[src/rtl/sevenseg_scan_counter.sv]
// N-digit BCD up/down counter with prescaler, parallel load and wrap flag, driving a
// time-multiplexed common-anode seven-segment display with optional leading-zero blanking.
module sevenseg_scan_counter #(
  parameter int unsigned DIGITS      = 4,
  parameter int unsigned TICK_DIV    = 50_000_000,
  parameter int unsigned REFRESH_DIV = 100_000
) (
  input  logic                  clk,
  input  logic                  reset,
  input  logic                  en,
  input  logic                  up,
  input  logic                  load,
  input  logic [4*DIGITS-1:0]   load_val,
  input  logic                  blank_lz,
  output logic [4*DIGITS-1:0]   count,
  output logic                  wrap,
  output logic [DIGITS-1:0]     an,
  output logic [6:0]            cath,
  output logic                  dp
);

  localparam int unsigned PreW = (TICK_DIV > 1) ? $clog2(TICK_DIV) : 1;
  localparam int unsigned RcW  = (REFRESH_DIV > 1) ? $clog2(REFRESH_DIV) : 1;
  localparam int unsigned SelW = (DIGITS > 1) ? $clog2(DIGITS) : 1;

  localparam logic [PreW-1:0] PreMax = PreW'(TICK_DIV - 1);
  localparam logic [RcW-1:0]  RcMax  = RcW'(REFRESH_DIV - 1);
  localparam logic [SelW-1:0] SelMax = SelW'(DIGITS - 1);

  logic [PreW-1:0]     pre_q, pre_d;
  logic [RcW-1:0]      rc_q, rc_d;
  logic [SelW-1:0]     sel_q, sel_d;
  logic [4*DIGITS-1:0] count_q, count_d;
  logic                wrap_q, wrap_d;

  // Out-of-range nibbles are forced to 0 so the counter never holds a non-BCD digit.
  function automatic logic [4*DIGITS-1:0] bcd_clean(input logic [4*DIGITS-1:0] v);
    logic [4*DIGITS-1:0] r;
    r = v;
    for (int i = 0; i < int'(DIGITS); i++) begin
      if (v[4*i +: 4] > 4'd9) r[4*i +: 4] = 4'd0;
    end
    return r;
  endfunction

  // Ripple BCD increment (dir=1) or decrement (dir=0); MSB of result is the final carry/borrow.
  function automatic logic [4*DIGITS:0] bcd_step(input logic [4*DIGITS-1:0] v, input logic dir);
    logic [4*DIGITS-1:0] r;
    logic [3:0]          nib;
    logic                c;
    r = v;
    c = 1'b1;
    for (int i = 0; i < int'(DIGITS); i++) begin
      nib = v[4*i +: 4];
      if (c) begin
        if (dir) begin
          if (nib == 4'd9) begin
            nib = 4'd0;
          end else begin
            nib = nib + 4'd1;
            c   = 1'b0;
          end
        end else begin
          if (nib == 4'd0) begin
            nib = 4'd9;
          end else begin
            nib = nib - 4'd1;
            c   = 1'b0;
          end
        end
      end
      r[4*i +: 4] = nib;
    end
    return {c, r};
  endfunction

  logic               step;
  logic [4*DIGITS:0]  stepped;

  assign step    = en && (pre_q == PreMax);
  assign stepped = bcd_step(count_q, up);

  // Count path: load beats step; load also restarts the prescaler phase.
  always_comb begin
    pre_d   = pre_q;
    count_d = count_q;
    wrap_d  = 1'b0;
    if (load) begin
      count_d = bcd_clean(load_val);
      pre_d   = '0;
    end else if (en) begin
      if (step) begin
        pre_d   = '0;
        count_d = stepped[4*DIGITS-1:0];
        wrap_d  = stepped[4*DIGITS];
      end else begin
        pre_d = pre_q + PreW'(1);
      end
    end
  end

  // Scan path free-runs independently of en/load.
  always_comb begin
    rc_d  = rc_q + RcW'(1);
    sel_d = sel_q;
    if (rc_q == RcMax) begin
      rc_d  = '0;
      sel_d = (sel_q == SelMax) ? '0 : sel_q + SelW'(1);
    end
  end

  always_ff @(posedge clk) begin
    if (reset) begin
      pre_q   <= '0;
      rc_q    <= '0;
      sel_q   <= '0;
      count_q <= '0;
      wrap_q  <= 1'b0;
    end else begin
      pre_q   <= pre_d;
      rc_q    <= rc_d;
      sel_q   <= sel_d;
      count_q <= count_d;
      wrap_q  <= wrap_d;
    end
  end

  logic [3:0]        digit;
  logic [DIGITS-1:0] blank;
  logic              all_zero;
  logic              sel_blank;

  always_comb begin
    digit     = 4'd0;
    blank     = '0;
    all_zero  = 1'b1;
    sel_blank = 1'b0;
    // Walk from the most significant digit down; a digit blanks only under an all-zero prefix.
    for (int i = int'(DIGITS) - 1; i >= 1; i--) begin
      all_zero = all_zero && (count_q[4*i +: 4] == 4'd0);
      blank[i] = blank_lz && all_zero;
    end
    for (int i = 0; i < int'(DIGITS); i++) begin
      if (sel_q == SelW'(i)) begin
        digit     = count_q[4*i +: 4];
        sel_blank = blank[i];
      end
    end
  end

  always_comb begin
    an   = '1;
    cath = 7'b1111111;
    if (!sel_blank) begin
      an = ~(DIGITS'(1) << sel_q);
      case (digit)
        4'd0:    cath = 7'b1000000;
        4'd1:    cath = 7'b1111001;
        4'd2:    cath = 7'b0100100;
        4'd3:    cath = 7'b0110000;
        4'd4:    cath = 7'b0011001;
        4'd5:    cath = 7'b0010010;
        4'd6:    cath = 7'b0000010;
        4'd7:    cath = 7'b1111000;
        4'd8:    cath = 7'b0000000;
        4'd9:    cath = 7'b0010000;
        default: cath = 7'b1111111;
      endcase
    end
  end

  assign count = count_q;
  assign wrap  = wrap_q;
  assign dp    = 1'b1;

endmodule

[config.mk]
export PLATFORM = sky130hd
export DESIGN_NAME = sevenseg_scan_counter
export DESIGN_NICKNAME = d
export VERILOG_FILES = /design/src/rtl/sevenseg_scan_counter.sv
export SDC_FILE = /design/constraint.sdc
export NUM_CORES = 1
export LEC_CHECK = 0
export CAP_MARGIN = 20
export CORE_ASPECT_RATIO = 0.7
export CORE_MARGIN = 4
export CORE_UTILIZATION = 30
export DETAILED_ROUTE_END_ITERATION = 6
export PLACE_DENSITY_LB_ADDON = 0.1
export SLEW_MARGIN = 20
export SYNTH_ARGS = -nofsm -noshare
export SYNTH_HDL_FRONTEND = slang
export SYNTH_SLANG_ARGS = --single-unit
[constraint.sdc]
create_clock -name clk -period 4.3 [get_ports clk]
set_input_delay 0.645 -clock clk [delete_from_list [all_inputs] [get_ports clk]]
set_output_delay 0.645 -clock clk [all_outputs]
set_load 0.01 [all_outputs]
==> results.yml, run 1 <==
synthesis:
  yosysTopAreaCellShare_pct: 32.6
  synth_cell_type_count: 66
  syn_area_per_cell_um2: 7.59
  yosys_warnings: 0
  async_reset_ff_share_pct: 0
  netlist_area_um2: 3810
  synth_flop_cell: "dfxtp_1"
  synth-seq-cells: 62
  syn_nets: 531
  synth_area_leaders: "dfxtp_1 (33%), nor2_1 (6.9%), xor2_1 (5.3%)"
  synth_top_area_cell: "dfxtp_1"
  ys_seq_area_share_pct: 32.6
  synth_enable_flop_cells: 0
  syn_inst: 502
clock_tree:
  clk_pin_slew_ns: 0.05
  clk_latency_ns: 0.33
  cts-root-buf: "clkbuf_16"
  numCtsBuffers: 9
  clock-sinks: 62
  cts_resized: 0
  holdBufCountCts: 0
  post-cts-setup-buffers: 0
  cts_buffer_depth: 2
  htree_levels: 3
  cts_tree: "yes"
routing:
  postRouteAntennaNets: 0
  routed_wl_um: 10600
  viasPerCell: 5.14
  first_iter_violations: 242
  drt-pass1-iter-count: 5
  drc_errors: 0
  wl_per_cell_um: 15.1
  num_vias: 3600
layout:
  post-route-cell-area_um2: 4670
  nFillCells: 1281
  final_cells: 701
  finalNetCount: 564
  syn2layout_area_growth_pct: 22.6
  final_common_cell: "nor2_1"
  drive_gt1_share_pct: 6.86
  diodes: 0
  layout_common_cells: "nor2_1 (70), dfxtp_1 (62), clkdlybuf4s50_1 (49)"
global_routing:
  met2_usage_pct: 19.4
  track_usage_pct: 15.1
  antenna_found_initial: 0
  grt_use_met3_pct: 4.49
  grt_start_max_net_pins: 24
  grt_pass1_vias: 3280
  overflow: 0
  grt_pass1_wl_um: 17400
  grt_use_met1_pct: 23.4
  grt.busiest_layer: "met1"
floorplan:
  design.core.area_um2: 12400
  io_pins: 51
  die-height_um: 102
  start_util_pct: 30.7
  num_rows: 34
  dieArea_um2: 14600
  die_x_um: 143
timing:
  maxClockFrequency_mhz: 269
  finalHoldViolCount: 0
  slew_viol_final: 0
  finClkSkew_ns: 0.00591
  setup_viol: 0
  max_slew_margin_pct: 43.4
  fin_crit_sh_pct: 86.6
  hold_slack_ns: 0.498
  worst_slew_pin_slew_ns: 0.847
  layout_min_cycle_time_ns: 3.72
  setup_ws_ns: 0.578
  tns_ns: 0
  rsz0062_at_grt: "no"
worst_hold_path:
  hold_depth: 1
  whs_endpoint: "rc_q[0]$_SDFF_PP0_"
  hold_start: "rc_q[0]$_SDFF_PP0_"
  hold_path_class: "register to register"
status:
  status: "completed"
worst_setup_path:
  reg2reg_to: "wrap$_SDFF_PP0_"
  r2r_setup_slack_ns: 1.71
  worstPathMaxFanout: 10
  cp-start-kind: "register"
  r2r_start: "pre_q[0]$_SDFFE_PP0P_"
  critPathKind: "register to output port"
  reg2reg_depth: 6
  crit_required_ns: 3.65
  crit_path_end_kind: "output port"
  arrival_ns: 3.08
placed_design:
  place.port_buffers: 49
  gp_congestion: 0.783
  dp_hpwl_um: 7860
  place_inst: 686
  pre_cts_slack_ns: 0.962
  dpl_cell_area_um2: 4390
power:
  ir_worst_vdd_mv: 0.181
  p_per_area_nw_per_um2: 310
  power.leakage_nw: 1.60
run:
  maxCapViolCount: 0
## registers in the layout (all words and copies together), names as in the netlist
name / count
rc_q: 17
wrap: 1
sel_q: 2
pre_q: 26
count: 16
## how the worst max path moves through the flow
stage | start | to | slack, ns | depth (start not counted)
after floorplan | sel_q[0]$_SDFFE_PP0N_ | cath[0] | 1.42 | 8
after global placement | en | wrap$_SDFF_PP0_ | 1.03 | 6
after detailed placement | en | wrap$_SDFF_PP0_ | 0.96 | 6
after CTS | sel_q[1]$_SDFFE_PP0N_ | cath[3] | 0.59 | 10
after global routing | sel_q[1]$_SDFFE_PP0N_ | cath[3] | 0.36 | 10
final | sel_q[1]$_SDFFE_PP0N_ | cath[3] | 0.58 | 10
## worst max-delay path, cell delays in order (launching register included)
cell and delay [ns]:
dfxtp_1 0.37, inv_1 0.08, ha_1 0.28, nand3b_1 0.21
a221oi_1 0.44, nor2_1 0.15, inv_1 0.12, ha_1 0.25
a21o_1 0.16, o2111ai_1 0.10, clkdlybuf4s50_1 0.59
## cells by family after synthesis
kind of cell               synth area share [%]
and+or+nand+nor                            32.8
AOI/OAI and AO/OA                          16.0
DFF                                        32.6
buffers and inverters                      5.42
xor gates and xnor gates                   9.66
adders and majority gates                  2.30
muxes                                      1.08
other                                    0.0985
## through the flow
stage / total power (W) / util (%)
after global routing: 0.00151 / 37.6
final: 0.00145 / 37.6
after detailed placement: 0.000785 / 35.4
after CTS: 0.00147 / 37.6
after floorplan: 0.000707 / -
after global placement: 0.000784 / 35.4
## Yosys cell counts, types with 5 or more instances
| cell type | instances |
|---|---|
| nor3_1 | 16 |
| nor2b_1 | 5 |
| o22ai_1 | 7 |
| a211oi_1 | 5 |
| nand2_1 | 46 |
| dfxtp_1 | 62 |
| nand4_1 | 5 |
| and3_1 | 8 |
| nand3b_1 | 5 |
| o21ai_0 | 20 |
| xor2_1 | 23 |
| nor4_1 | 10 |
| xnor2_1 | 19 |
| nor2_1 | 70 |
| a21oi_1 | 27 |
| or2_2 | 10 |
| inv_1 | 18 |
| clkbuf_1 | 24 |
| nand3_1 | 33 |
| ha_1 | 7 |
## routing by layer
metal / part of all wire [%] / vias to the layer above
met2: 38 / 91
met5: 0 / -
met4: 0.71 / 0
met1: 55 / 1657
li1: - / 1843
met3: 6.5 / 9
## layout make-up
type	instances	area, um2	share of cell area, %
clock inverters	3	20.0	0.429
inverters	18	67.6	1.45
clock buffers	12	256	5.49
repair buffers	53	520	11.1
multi-input cells	391	2360	50.6
well taps	162	203	4.34
flip-flops and latches	62	1240	26.6
## report_power, final
part / switching (W) / leakage [nW] / internal (W)
Clock: 0.000256 / 0.131 / 0.000417
Combinational: 0.0000845 / 0.966 / 0.0000797
Sequential: 0.0000247 / 0.502 / 0.000585
Total: 0.000365 / 1.60 / 0.00108
Power figures use the tool's default switching activity.
==> run 2: changes to the inputs <==
Settings changed: CAP_MARGIN 20 to 15, PLACE_DENSITY set to 0.5, PLACE_DENSITY_LB_ADDON 0.1 to not set.
==> run 2 against run 1 <==
Compared with the run above: fmax increased by 1.2%; critical path depth rose by 1; sequential power about the same; worst setup slack improved by 0.044 ns; global-route usage shrank 0.26 points; die area unchanged; first-iteration DRC count increased by 28%; register-to-register slack about the same; via count grew 0.31%; sequential cell count unchanged; worst hold slack got worse by 0.019 ns; largest cell class unchanged.
==> results.yml, run 2 (synthesis results as in run 1) <==
clock_tree:
  post-cts-setup-buffers: 0
  clk_latency_ns: 0.33
  cts_resized: 0
  htree_levels: 3
  numCtsBuffers: 9
  cts_tree: "yes"
  cts_buffer_depth: 2
  clk_pin_slew_ns: 0.05
  clock-sinks: 62
  cts-root-buf: "clkbuf_16"
  holdBufCountCts: 0
floorplan:
  num_rows: 34
  io_pins: 51
  design.core.area_um2: 12400
  dieArea_um2: 14600
  die-height_um: 102
  die_x_um: 143
  start_util_pct: 30.7
power:
  ir_worst_vdd_mv: 0.207
  power.leakage_nw: 1.63
  p_per_area_nw_per_um2: 327
layout:
  regArea_um2: 1240
  top_register: "pre_q"
  post-route-cell-area_um2: 4720
  drive_gt1_share_pct: 7.02
  diodes: 0
  largest_reg_flops: 26
  layout_common_cells: "nor2_1 (70), dfxtp_1 (62), clkdlybuf4s50_1 (49)"
  multi_input_area_um2: 2360
  nFillCells: 1295
  finalNetCount: 565
  syn2layout_area_growth_pct: 23.9
  final_core_util_pct: 38.0
  final_common_cell: "nor2_1"
global_routing:
  antenna_found_initial: 0
  grt_start_max_net_pins: 24
  track_usage_pct: 14.8
  overflow: 0
  grt_pass1_wl_um: 17100
  grt_pass1_vias: 3231
routing:
  drt-pass1-iter-count: 5
  wl_per_cell_um: 14.7
  first_iter_violations: 309
  drc_errors: 0
  viasPerCell: 5.14
  routed_wl_um: 10300
  postRouteAntennaNets: 0
  num_vias: 3611
placed_design:
  dp_hpwl_um: 7880
  gp_congestion: 0.875
  dpl_cell_area_um2: 4400
  place.port_buffers: 49
worst_setup_path:
  critPathKind: "register to output port"
  arrival_ns: 3.03
  crit_path_end_kind: "output port"
  worstPathMaxFanout: 10
  crit_required_ns: 3.65
  cp-start-kind: "register"
timing:
  finClkSkew_ns: 0.0100
  setup_viol: 0
  fin_crit_sh_pct: 85.5
  maxClockFrequency_mhz: 272
  layout_min_cycle_time_ns: 3.68
  slew_viol_final: 0
  max_slew_margin_pct: 48.1
  tns_ns: 0
  finalHoldViolCount: 0
  rsz0062_at_grt: "no"
  worst_slew_pin_slew_ns: 0.773
worst_hold_path:
  hold_path_class: "register to register"
status:
  status: "completed"
run:
  maxCapViolCount: 0
## run 2: changes by cell type in the layout (fill, tap and decap cells not counted)
cell | previous run | this run
buf_4 | 4 | 5
bufinv_16 | 0 | 2
clkbuf_8 | 2 | 1
clkbuf_1 | 1 | 2
clkinvlp_4 | 2 | 0
clkinv_2 | 1 | 2
## run 2: where the power goes
group          internal, W  total, W  switching [W]
Clock             0.000521  0.000771       0.000250
Combinational    0.0000801  0.000164      0.0000842
Sequential        0.000586  0.000609      0.0000233
Total              0.00119   0.00154       0.000358
## run 2: metal layers
layer	routed length [um]	share of wire (%)	up-vias	track usage (%)
met3	740	7.2	8	4.63
met4	85	0.82	0	4.24
li1	-	-	1837	-
met2	3810	37	105	18.8
met5	0	0	-	0
met1	5680	55	1661	23.2
## run 2: stage by stage
| step | cells | hold slack [ns] | worst slack [ns] | power (W) |
|---|---|---|---|---|
| CTS | 703 | 0.487 | 0.639 | 0.00156 |
| finish | 703 | 0.480 | 0.622 | 0.00154 |
| global placement | 687 | 0.463 | 0.983 | 0.000783 |
| global route | 703 | 0.536 | 0.385 | 0.00162 |
| floorplan | 502 | 0.441 | 1.42 | 0.000707 |
| detailed placement | 687 | 0.475 | 0.917 | 0.000783 |
## run 2: path summary, 6_finish.rpt
kind	from	to	slack, ns	depth (start not counted)
worst max register to register	pre_q[0]$_SDFFE_PP0P_	wrap$_SDFF_PP0_	1.71	6
worst min register to register	rc_q[0]$_SDFF_PP0_	rc_q[0]$_SDFF_PP0_	0.48	1
worst min-delay path	rc_q[0]$_SDFF_PP0_	rc_q[0]$_SDFF_PP0_	0.48	1
worst max-delay path	sel_q[0]$_SDFFE_PP0N_	cath[6]	0.62	11
## run 2: critical path, cell delays in order (launching register included)
cell and delay, ns:
dfxtp_1 0.38, inv_1 0.09, ha_1 0.34, a21oi_1 0.18, a221oi_1 0.10, a21oi_1 0.38
inv_1 0.09, ha_1 0.23, o21ai_0 0.09, nand2_1 0.08, mux2_2 0.28, clkdlybuf4s50_1 0.47
## run 2: layout make-up
| type | count | share of cell area (%) |
|---|---|---|
| Multi-Input combinational cell | 391 | 50.1 |
| Tap cell | 162 | 4.30 |
| Clock inverter | 4 | 1.49 |
| Timing Repair Buffer | 54 | 11.2 |
| Inverter | 18 | 1.43 |
| Clock buffer | 12 | 5.23 |
| Sequential cell | 62 | 26.3 |
